[src/rtl/conv_pkg.sv]
// -----------------------------------------------------------------------------
// conv_pkg
// Shared constants, FSM state type and address helpers for the 5x5 Conv2D
// window scheduler. Geometry: 32x32 image, 5x5 kernel, 28x28 output map,
// 6 kernels. Output maps are stored back to back (784 words per kernel).
// -----------------------------------------------------------------------------
package conv_pkg;

    localparam int IMG_W        = 32;
    localparam int K            = 5;
    localparam int OUT_W        = IMG_W - K + 1;          // 28
    localparam int NUM_KERNELS  = 6;
    localparam int OUT_PIX      = OUT_W * OUT_W;          // 784
    localparam int ADDR_W       = 10;
    localparam int OUT_ADDR_W   = 13;
    localparam int MAX_INFLIGHT = 4;
    localparam int DATA_W       = 32;

    localparam int CNT_W        = $clog2(OUT_W);          // row/col counter width
    localparam int KERN_W       = 3;
    localparam int CREDIT_W     = $clog2(MAX_INFLIGHT + 1);

    typedef enum logic [1:0] {
        IDLE,
        ISSUE,
        DRAIN,
        FINISH
    } sched_state_t;

    // Top-left pixel of the window at output position (row, col).
    function automatic logic [ADDR_W-1:0] win_addr(
        input logic [CNT_W-1:0] row,
        input logic [CNT_W-1:0] col
    );
        return ADDR_W'(row) * ADDR_W'(IMG_W) + ADDR_W'(col);
    endfunction

    // Feature-map address of output pixel (row, col) of kernel kern.
    function automatic logic [OUT_ADDR_W-1:0] out_addr(
        input logic [KERN_W-1:0] kern,
        input logic [CNT_W-1:0]  row,
        input logic [CNT_W-1:0]  col
    );
        return OUT_ADDR_W'(kern) * OUT_ADDR_W'(OUT_PIX)
             + OUT_ADDR_W'(row)  * OUT_ADDR_W'(OUT_W)
             + OUT_ADDR_W'(col);
    endfunction

endpackage

[src/rtl/conv_result_fifo.sv]
// -----------------------------------------------------------------------------
// conv_result_fifo
// Small synchronous FIFO holding Conv2D results until the output memory
// accepts them. A push into a full FIFO is accepted when a pop happens in the
// same cycle (the pop frees the slot).
// Ports:
//   clk, rst      clock, synchronous active-low reset
//   push, din     write request and data (dropped only if full without pop)
//   pop           read request (ignored when empty)
//   dout          current head entry
//   empty, full   occupancy flags
//   count         number of stored entries (0..DEPTH)
// -----------------------------------------------------------------------------
module conv_result_fifo #(
    parameter  int DEPTH = 4,
    parameter  int WIDTH = 32,
    localparam int CNT_W = $clog2(DEPTH + 1),
    localparam int PTR_W = (DEPTH > 1) ? $clog2(DEPTH) : 1
) (
    input  logic             clk,
    input  logic             rst,
    input  logic             push,
    input  logic             pop,
    input  logic [WIDTH-1:0] din,
    output logic [WIDTH-1:0] dout,
    output logic             empty,
    output logic             full,
    output logic [CNT_W-1:0] count
);

    logic [WIDTH-1:0] r_mem [DEPTH];
    logic [PTR_W-1:0] r_rd_ptr;
    logic [PTR_W-1:0] r_wr_ptr;
    logic [CNT_W-1:0] r_count;
    logic             w_do_push;
    logic             w_do_pop;

    function automatic logic [PTR_W-1:0] ptr_next(input logic [PTR_W-1:0] p);
        return (p == PTR_W'(DEPTH - 1)) ? '0 : p + PTR_W'(1);
    endfunction

    assign empty     = (r_count == '0);
    assign full      = (r_count == CNT_W'(DEPTH));
    assign count     = r_count;
    assign dout      = r_mem[r_rd_ptr];
    assign w_do_pop  = pop && !empty;
    assign w_do_push = push && (!full || w_do_pop);

    // NOTE: the storage array is deliberately not reset; only pointers and
    // count are. Stale words are never visible because empty gates the head.
    always_ff @(posedge clk) begin
        if (w_do_push) begin
            r_mem[r_wr_ptr] <= din;
        end
    end

    always_ff @(posedge clk) begin
        if (!rst) begin
            r_rd_ptr <= '0;
            r_wr_ptr <= '0;
            r_count  <= '0;
        end else begin
            if (w_do_push) begin
                r_wr_ptr <= ptr_next(r_wr_ptr);
            end
            if (w_do_pop) begin
                r_rd_ptr <= ptr_next(r_rd_ptr);
            end
            case ({w_do_push, w_do_pop})
                2'b10:   r_count <= r_count + CNT_W'(1);
                2'b01:   r_count <= r_count - CNT_W'(1);
                default: ;
            endcase
        end
    end

endmodule

[src/rtl/conv_window_scheduler.sv]
// -----------------------------------------------------------------------------
// conv_window_scheduler
// Walks every 5x5 window of a 32x32 image for each of 6 kernels, issuing one
// window per cycle to the Conv2D datapath while credits allow, buffers the
// in-order results and writes them to the feature map at
// kernel*784 + row*28 + col under out_ready backpressure.
// Ports:
//   clk, rst                 clock, synchronous active-low reset
//   start                    run request pulse (only honoured in IDLE)
//   busy, done_pulse         run status; done_pulse marks the last write done
//   win_base, kernel_idx     window address/kernel, valid with conv_enable
//   conv_enable              window issue strobe
//   conv_done, conv_result   Conv2D result return (in issue order)
//   out_ready                output memory can accept a write
//   out_wr_en/addr/data      output memory write port
// -----------------------------------------------------------------------------
module conv_window_scheduler
    import conv_pkg::*;
(
    input  logic                  clk,
    input  logic                  rst,
    input  logic                  start,
    output logic                  busy,
    output logic                  done_pulse,
    output logic [ADDR_W-1:0]     win_base,
    output logic [KERN_W-1:0]     kernel_idx,
    output logic                  conv_enable,
    input  logic                  conv_done,
    input  logic [DATA_W-1:0]     conv_result,
    input  logic                  out_ready,
    output logic                  out_wr_en,
    output logic [OUT_ADDR_W-1:0] out_wr_addr,
    output logic [DATA_W-1:0]     out_wr_data
);

    localparam logic [CNT_W-1:0]  LAST_POS  = CNT_W'(OUT_W - 1);
    localparam logic [KERN_W-1:0] LAST_KERN = KERN_W'(NUM_KERNELS - 1);

    sched_state_t        r_state;
    logic                r_busy;
    logic                r_done_pulse;
    logic                r_conv_enable;
    logic [ADDR_W-1:0]   r_win_base;
    logic [KERN_W-1:0]   r_kernel_idx;

    // Issue-side position
    logic [CNT_W-1:0]    r_col;
    logic [CNT_W-1:0]    r_row;
    logic [KERN_W-1:0]   r_kern;

    // Write-side position
    logic [CNT_W-1:0]    r_wcol;
    logic [CNT_W-1:0]    r_wrow;
    logic [KERN_W-1:0]   r_wkern;

    logic [CREDIT_W-1:0] r_inflight;

    logic [CREDIT_W:0]   w_credits_used;
    logic                w_issue;
    logic                w_last_issue;
    logic                w_done_ok;
    logic                w_wr_accept;
    logic [DATA_W-1:0]   w_fifo_dout;
    logic                w_fifo_empty;
    logic                w_fifo_full;
    logic [CREDIT_W-1:0] w_fifo_count;

    // A window holds a credit from issue until its result leaves the FIFO,
    // so inflight + buffered can never exceed the FIFO depth.
    assign w_credits_used = {1'b0, r_inflight} + {1'b0, w_fifo_count};
    assign w_issue        = (r_state == ISSUE)
                         && (w_credits_used < (CREDIT_W + 1)'(MAX_INFLIGHT));
    assign w_last_issue   = (r_kern == LAST_KERN) && (r_row == LAST_POS)
                         && (r_col == LAST_POS);
    // A result with nothing outstanding is a protocol violation: drop it.
    assign w_done_ok      = conv_done && (r_inflight != '0);
    assign w_wr_accept    = !w_fifo_empty && out_ready;

    conv_result_fifo #(
        .DEPTH (MAX_INFLIGHT),
        .WIDTH (DATA_W)
    ) u_result_fifo (
        .clk   (clk),
        .rst   (rst),
        .push  (w_done_ok),
        .pop   (w_wr_accept),
        .din   (conv_result),
        .dout  (w_fifo_dout),
        .empty (w_fifo_empty),
        .full  (w_fifo_full),
        .count (w_fifo_count)
    );

    // Control FSM plus issue-side counters and registered issue outputs.
    // NOTE: every clocked block uses non-blocking assignments so all
    // registers update from the same pre-edge values.
    always_ff @(posedge clk) begin
        if (!rst) begin
            r_state       <= IDLE;
            r_busy        <= 1'b0;
            r_done_pulse  <= 1'b0;
            r_conv_enable <= 1'b0;
            r_win_base    <= '0;
            r_kernel_idx  <= '0;
            r_col         <= '0;
            r_row         <= '0;
            r_kern        <= '0;
        end else begin
            r_done_pulse  <= 1'b0;
            r_conv_enable <= 1'b0;
            case (r_state)
                IDLE: begin
                    if (start) begin
                        r_state <= ISSUE;
                        r_busy  <= 1'b1;
                        r_col   <= '0;
                        r_row   <= '0;
                        r_kern  <= '0;
                    end
                end
                ISSUE: begin
                    if (w_issue) begin
                        r_conv_enable <= 1'b1;
                        r_win_base    <= win_addr(r_row, r_col);
                        r_kernel_idx  <= r_kern;
                        if (w_last_issue) begin
                            r_state <= DRAIN;
                            r_col   <= '0;
                            r_row   <= '0;
                            r_kern  <= '0;
                        end else if (r_col == LAST_POS) begin
                            r_col <= '0;
                            if (r_row == LAST_POS) begin
                                r_row  <= '0;
                                r_kern <= r_kern + KERN_W'(1);
                            end else begin
                                r_row <= r_row + CNT_W'(1);
                            end
                        end else begin
                            r_col <= r_col + CNT_W'(1);
                        end
                    end
                end
                DRAIN: begin
                    if ((r_inflight == '0) && w_fifo_empty) begin
                        r_state      <= FINISH;
                        r_done_pulse <= 1'b1;
                        r_busy       <= 1'b0;
                    end
                end
                FINISH: begin
                    r_state <= IDLE;
                end
                default: begin
                    r_state <= IDLE;
                end
            endcase
        end
    end

    // Credit tracking and write-side position.
    always_ff @(posedge clk) begin
        if (!rst) begin
            r_inflight <= '0;
            r_wcol     <= '0;
            r_wrow     <= '0;
            r_wkern    <= '0;
        end else begin
            case ({w_issue, w_done_ok})
                2'b10:   r_inflight <= r_inflight + CREDIT_W'(1);
                2'b01:   r_inflight <= r_inflight - CREDIT_W'(1);
                default: ;
            endcase

            if (w_wr_accept) begin
                if (r_wcol == LAST_POS) begin
                    r_wcol <= '0;
                    if (r_wrow == LAST_POS) begin
                        r_wrow  <= '0;
                        r_wkern <= (r_wkern == LAST_KERN) ? '0 : r_wkern + KERN_W'(1);
                    end else begin
                        r_wrow <= r_wrow + CNT_W'(1);
                    end
                end else begin
                    r_wcol <= r_wcol + CNT_W'(1);
                end
            end
        end
    end

    assign busy        = r_busy;
    assign done_pulse  = r_done_pulse;
    assign conv_enable = r_conv_enable;
    assign win_base    = r_win_base;
    assign kernel_idx  = r_kernel_idx;
    assign out_wr_en   = !w_fifo_empty;
    assign out_wr_addr = out_addr(r_wkern, r_wrow, r_wcol);
    // FIFO storage is not reset, so mask the head while nothing is buffered.
    assign out_wr_data = w_fifo_empty ? '0 : w_fifo_dout;

endmodule

[config.mk]
export PLATFORM = sky130hd
export DESIGN_NAME = conv_window_scheduler
export DESIGN_NICKNAME = d
export VERILOG_FILES = /design/src/rtl/conv_pkg.sv /design/src/rtl/conv_result_fifo.sv /design/src/rtl/conv_window_scheduler.sv
export SDC_FILE = /design/constraint.sdc
export NUM_CORES = 1
export LEC_CHECK = 0
export BUFFER_PORTS_ARGS = -buffer_cell sky130_fd_sc_hd__buf_2
export CORE_AREA = 10 10 131 133
export CTS_BUF_LIST = sky130_fd_sc_hd__clkbuf_4 sky130_fd_sc_hd__clkbuf_8
export CTS_CLUSTER_DIAMETER = 40
export DETAILED_ROUTE_END_ITERATION = 6
export DIE_AREA = 0 0 141 143
export PLACE_DENSITY = 0.81
export SETUP_SLACK_MARGIN = 0.5
export SLEW_MARGIN = 25
export SYNTH_ARGS = -nofsm -noshare
export SYNTH_HDL_FRONTEND = slang
export SYNTH_HIERARCHICAL = 1
export SYNTH_SLANG_ARGS = --single-unit
[constraint.sdc]
create_clock -name clk -period 5.5 [get_ports clk]
set_clock_uncertainty 0.2 [all_clocks]
set_input_delay 1.1 -clock clk [delete_from_list [all_inputs] [get_ports clk]]
set_output_delay 1.1 -clock clk [all_outputs]
set_load 0.02 [all_outputs]
==> flow_summary.json <==
{
  "finalHoldViolCount": 0,
  "path_class": "reg2out",
  "clock_sinks": 184,
  "whs_path_depth": 2,
  "nets": 824,
  "avgRoutedWirePerCell_um": 18.7,
  "viasPerCell": 5.88,
  "cts.root.buffer_cell": "clkbuf_8",
  "maxCapViolCount": 0,
  "cts_buffer_depth": 2,
  "io_pins": 99,
  "p_total_mw": 3.07,
  "min-delay-start": "win_base[9]$_SDFFE_PN0P_",
  "core-area_um2": 14400,
  "rows": 44,
  "finalCritPeriodShare_pct": 90.2,
  "crit_required_ns": 4.20,
  "p_int_mw": 2.15,
  "crit_arrival_ns": 3.66,
  "grt_pass1_wl_mm": 28.8,
  "io_buffers": 98,
  "yosysWarnings": 6,
  "place_congestion": 0.898,
  "cts-hold-fix-buffers": 0,
  "comb_power_share_pct": 17.9,
  "worstReg2RegStart": "u_result_fifo/count[2]$_SDFFE_PN0P_",
  "die_h_um": 143,
  "startpoint_type": "flop",
  "swShare_pct": 29.9,
  "slew_headroom_pct": 35.2,
  "areaGrowthSynthToFinish_pct": 13.2,
  "fillers": 1026,
  "avgSynthCellArea_um2": 13.5,
  "cts_tree": "done",
  "htreeDepth": 4,
  "netlist_area_um2": 8590,
  "status": "finished, final reports clean",
  "worstSetupEndpointType": "output pin",
  "r2r_end": "r_inflight[2]$_SDFFE_PN0P_",
  "power.density_nw_per_um2": 315,
  "worstMarginPinSlew_ns": 0.972,
  "antenna_found_initial": 0,
  "ff2ff_setup_slack_ns": 2.11,
  "wirelength_mm": 17.4,
  "die-area_um2": 20200,
  "path_clk_slew_ns": 0.10,
  "via_count": 5461,
  "hpwlAfterDp_mm": 11.7,
  "drt_first_pass_iters": 5,
  "setup_violations": 0,
  "rsz0062_at_grt": "true",
  "antenna_left": 0,
  "whs_endpoint": "win_base[9]$_SDFFE_PN0P_",
  "drt_iter0_markers": 391,
  "syn-num-nets": 730,
  "p_leak_nw": 3.67,
  "ff2ff_path_depth": 10,
  "grt_overflow": 0,
  "p_sw_mw": 0.919,
  "die_width_um": 141,
  "grt_max_degree": 33,
  "syn_inst": 638,
  "slew_violations": 0,
  "cts_made_buffers": 17,
  "fmaxAchievable_mhz": 202,
  "p_seq_share_pct": 53.9,
  "p_clk_share_pct": 28.2,
  "insertion_delay_ns": 0.46,
  "post-route-drc-count": 0,
  "critPathMaxFanout": 5,
  "grt_use_total_pct": 17.7,
  "diodes": 0,
  "setup-tns-final_ns": 0,
  "grt_pass1_vias": 5752,
  "start_util_pct": 59.6,
  "fin_crit_ns": 4.96,
  "drive_gt1_share_pct": 28.6,
  "hp-class": "reg2reg",
  "ir_worst_vdd_mv": 0.226
}
power by group through the flow:
stage                     registers (mW)  logic (mW)  clock network (mW)
final                               1.65       0.548               0.867
after global routing                1.67       0.611               0.948
after CTS                           1.66       0.552               0.889
after detailed placement            1.69       0.549                   0
after global placement              1.68       0.524                   0
after floorplan                     1.68       0.405                   0
per-layer routing:
layer,up-vias,share of wire (%),global-route usage (%)
li1,2574,-,-
met1,2698,40,20.3
met2,172,52,30.9
met3,17,6.2,5.31
met4,0,1.2,6.09
met5,-,0,0
final cells by class:
type / instances / area [µm²] / area share, %
Inverter: 31 / 116 / 1.20
Tap cell: 184 / 230 / 2.37
Timing Repair Buffer: 106 / 561 / 5.76
Sequential cell: 184 / 4980 / 51.2
Clock inverter: 15 / 155 / 1.59
Multi-Input combinational cell: 392 / 3460 / 35.5
Clock buffer: 17 / 234 / 2.40
state kept, by name, indices dropped and copies added, names as in the netlist, 5 cells and up, named ones only:
name,flops
r_wrow,5
r_row,5
u_result_fifo/r_mem,128
r_col,5
r_wcol,5
win_base,10
through the flow:
stage                     hold WS [ns]  worst slack [ns]  util, %  area, µm²  std cells
after global placement           0.238             0.818     63.8       9200        894
after CTS                        0.259             0.476     67.0       9660        927
after detailed placement         0.244             0.632     63.8       9200        894
after floorplan                  0.252             0.896        -       8590        638
after global routing             0.274             0.364     67.5       9730        929
final                            0.257             0.539     67.5       9730        929
worst max-delay path, stage by stage, from the launching register on:
cell	delay [ns]
dfxtp_2	0.37
fa_1	0.50
ha_1	0.31
a21o_1	0.20
a21oi_2	0.18
o21bai_1	0.08
a21o_1	0.18
ha_1	0.18
ha_2	0.31
a21oi_4	0.23
o22ai_1	0.12
a31oi_1	0.20
o311a_1	0.20
buf_4	0.14
layout by cell type (no fill, tap or decap), drive strengths merged, types with 4 or more instances in the layout:
master and n:
edfxtp 128, buf 106, dfxtp 56, nand2 48
ha 46, a21oi 45, inv 40, nor2b 32
mux4 32, nor2 22, o21ai 18, clkbuf 17
nand3 14, xor2 11, fa 9, mux2i 8
and3 7, xnor2 6, nand2b 6, nand4b 6
or3 6, a21o 5, or4 5, a211oi 5
nor3 5, o21bai 4, a31oi 4, o211ai 4
nand4 4, and2b 4, o31ai 4, clkinv 4
worst max path at each step:
stage | startpoint | to | slack [ns] | cells past startpoint
2_1_floorplan | r_wrow[2]$_SDFFE_PN0P_ | out_wr_addr[10] | 0.90 | 11
3_3_place_gp | r_wrow[2]$_SDFFE_PN0P_ | out_wr_addr[10] | 0.82 | 12
3_5_place_dp | r_wrow[2]$_SDFFE_PN0P_ | out_wr_addr[11] | 0.63 | 13
4_1_cts | r_wrow[1]$_SDFFE_PN0P_ | out_wr_addr[11] | 0.48 | 13
5_1_grt | r_wrow[0]$_SDFFE_PN0P_ | out_wr_addr[10] | 0.36 | 14
6_report | r_wrow[1]$_SDFFE_PN0P_ | out_wr_addr[11] | 0.54 | 13
what timing repair did:
action / CTS / global route
endpoints found under the hold margin: 0 / 0
setup endpoints to repair: 6 / 6
cloned: 0 / 0
gates resized for setup: 15 / 17
pin swaps: 1 / 5
buffers inserted: 1 / 2
(Power assumes the default switching activity.)
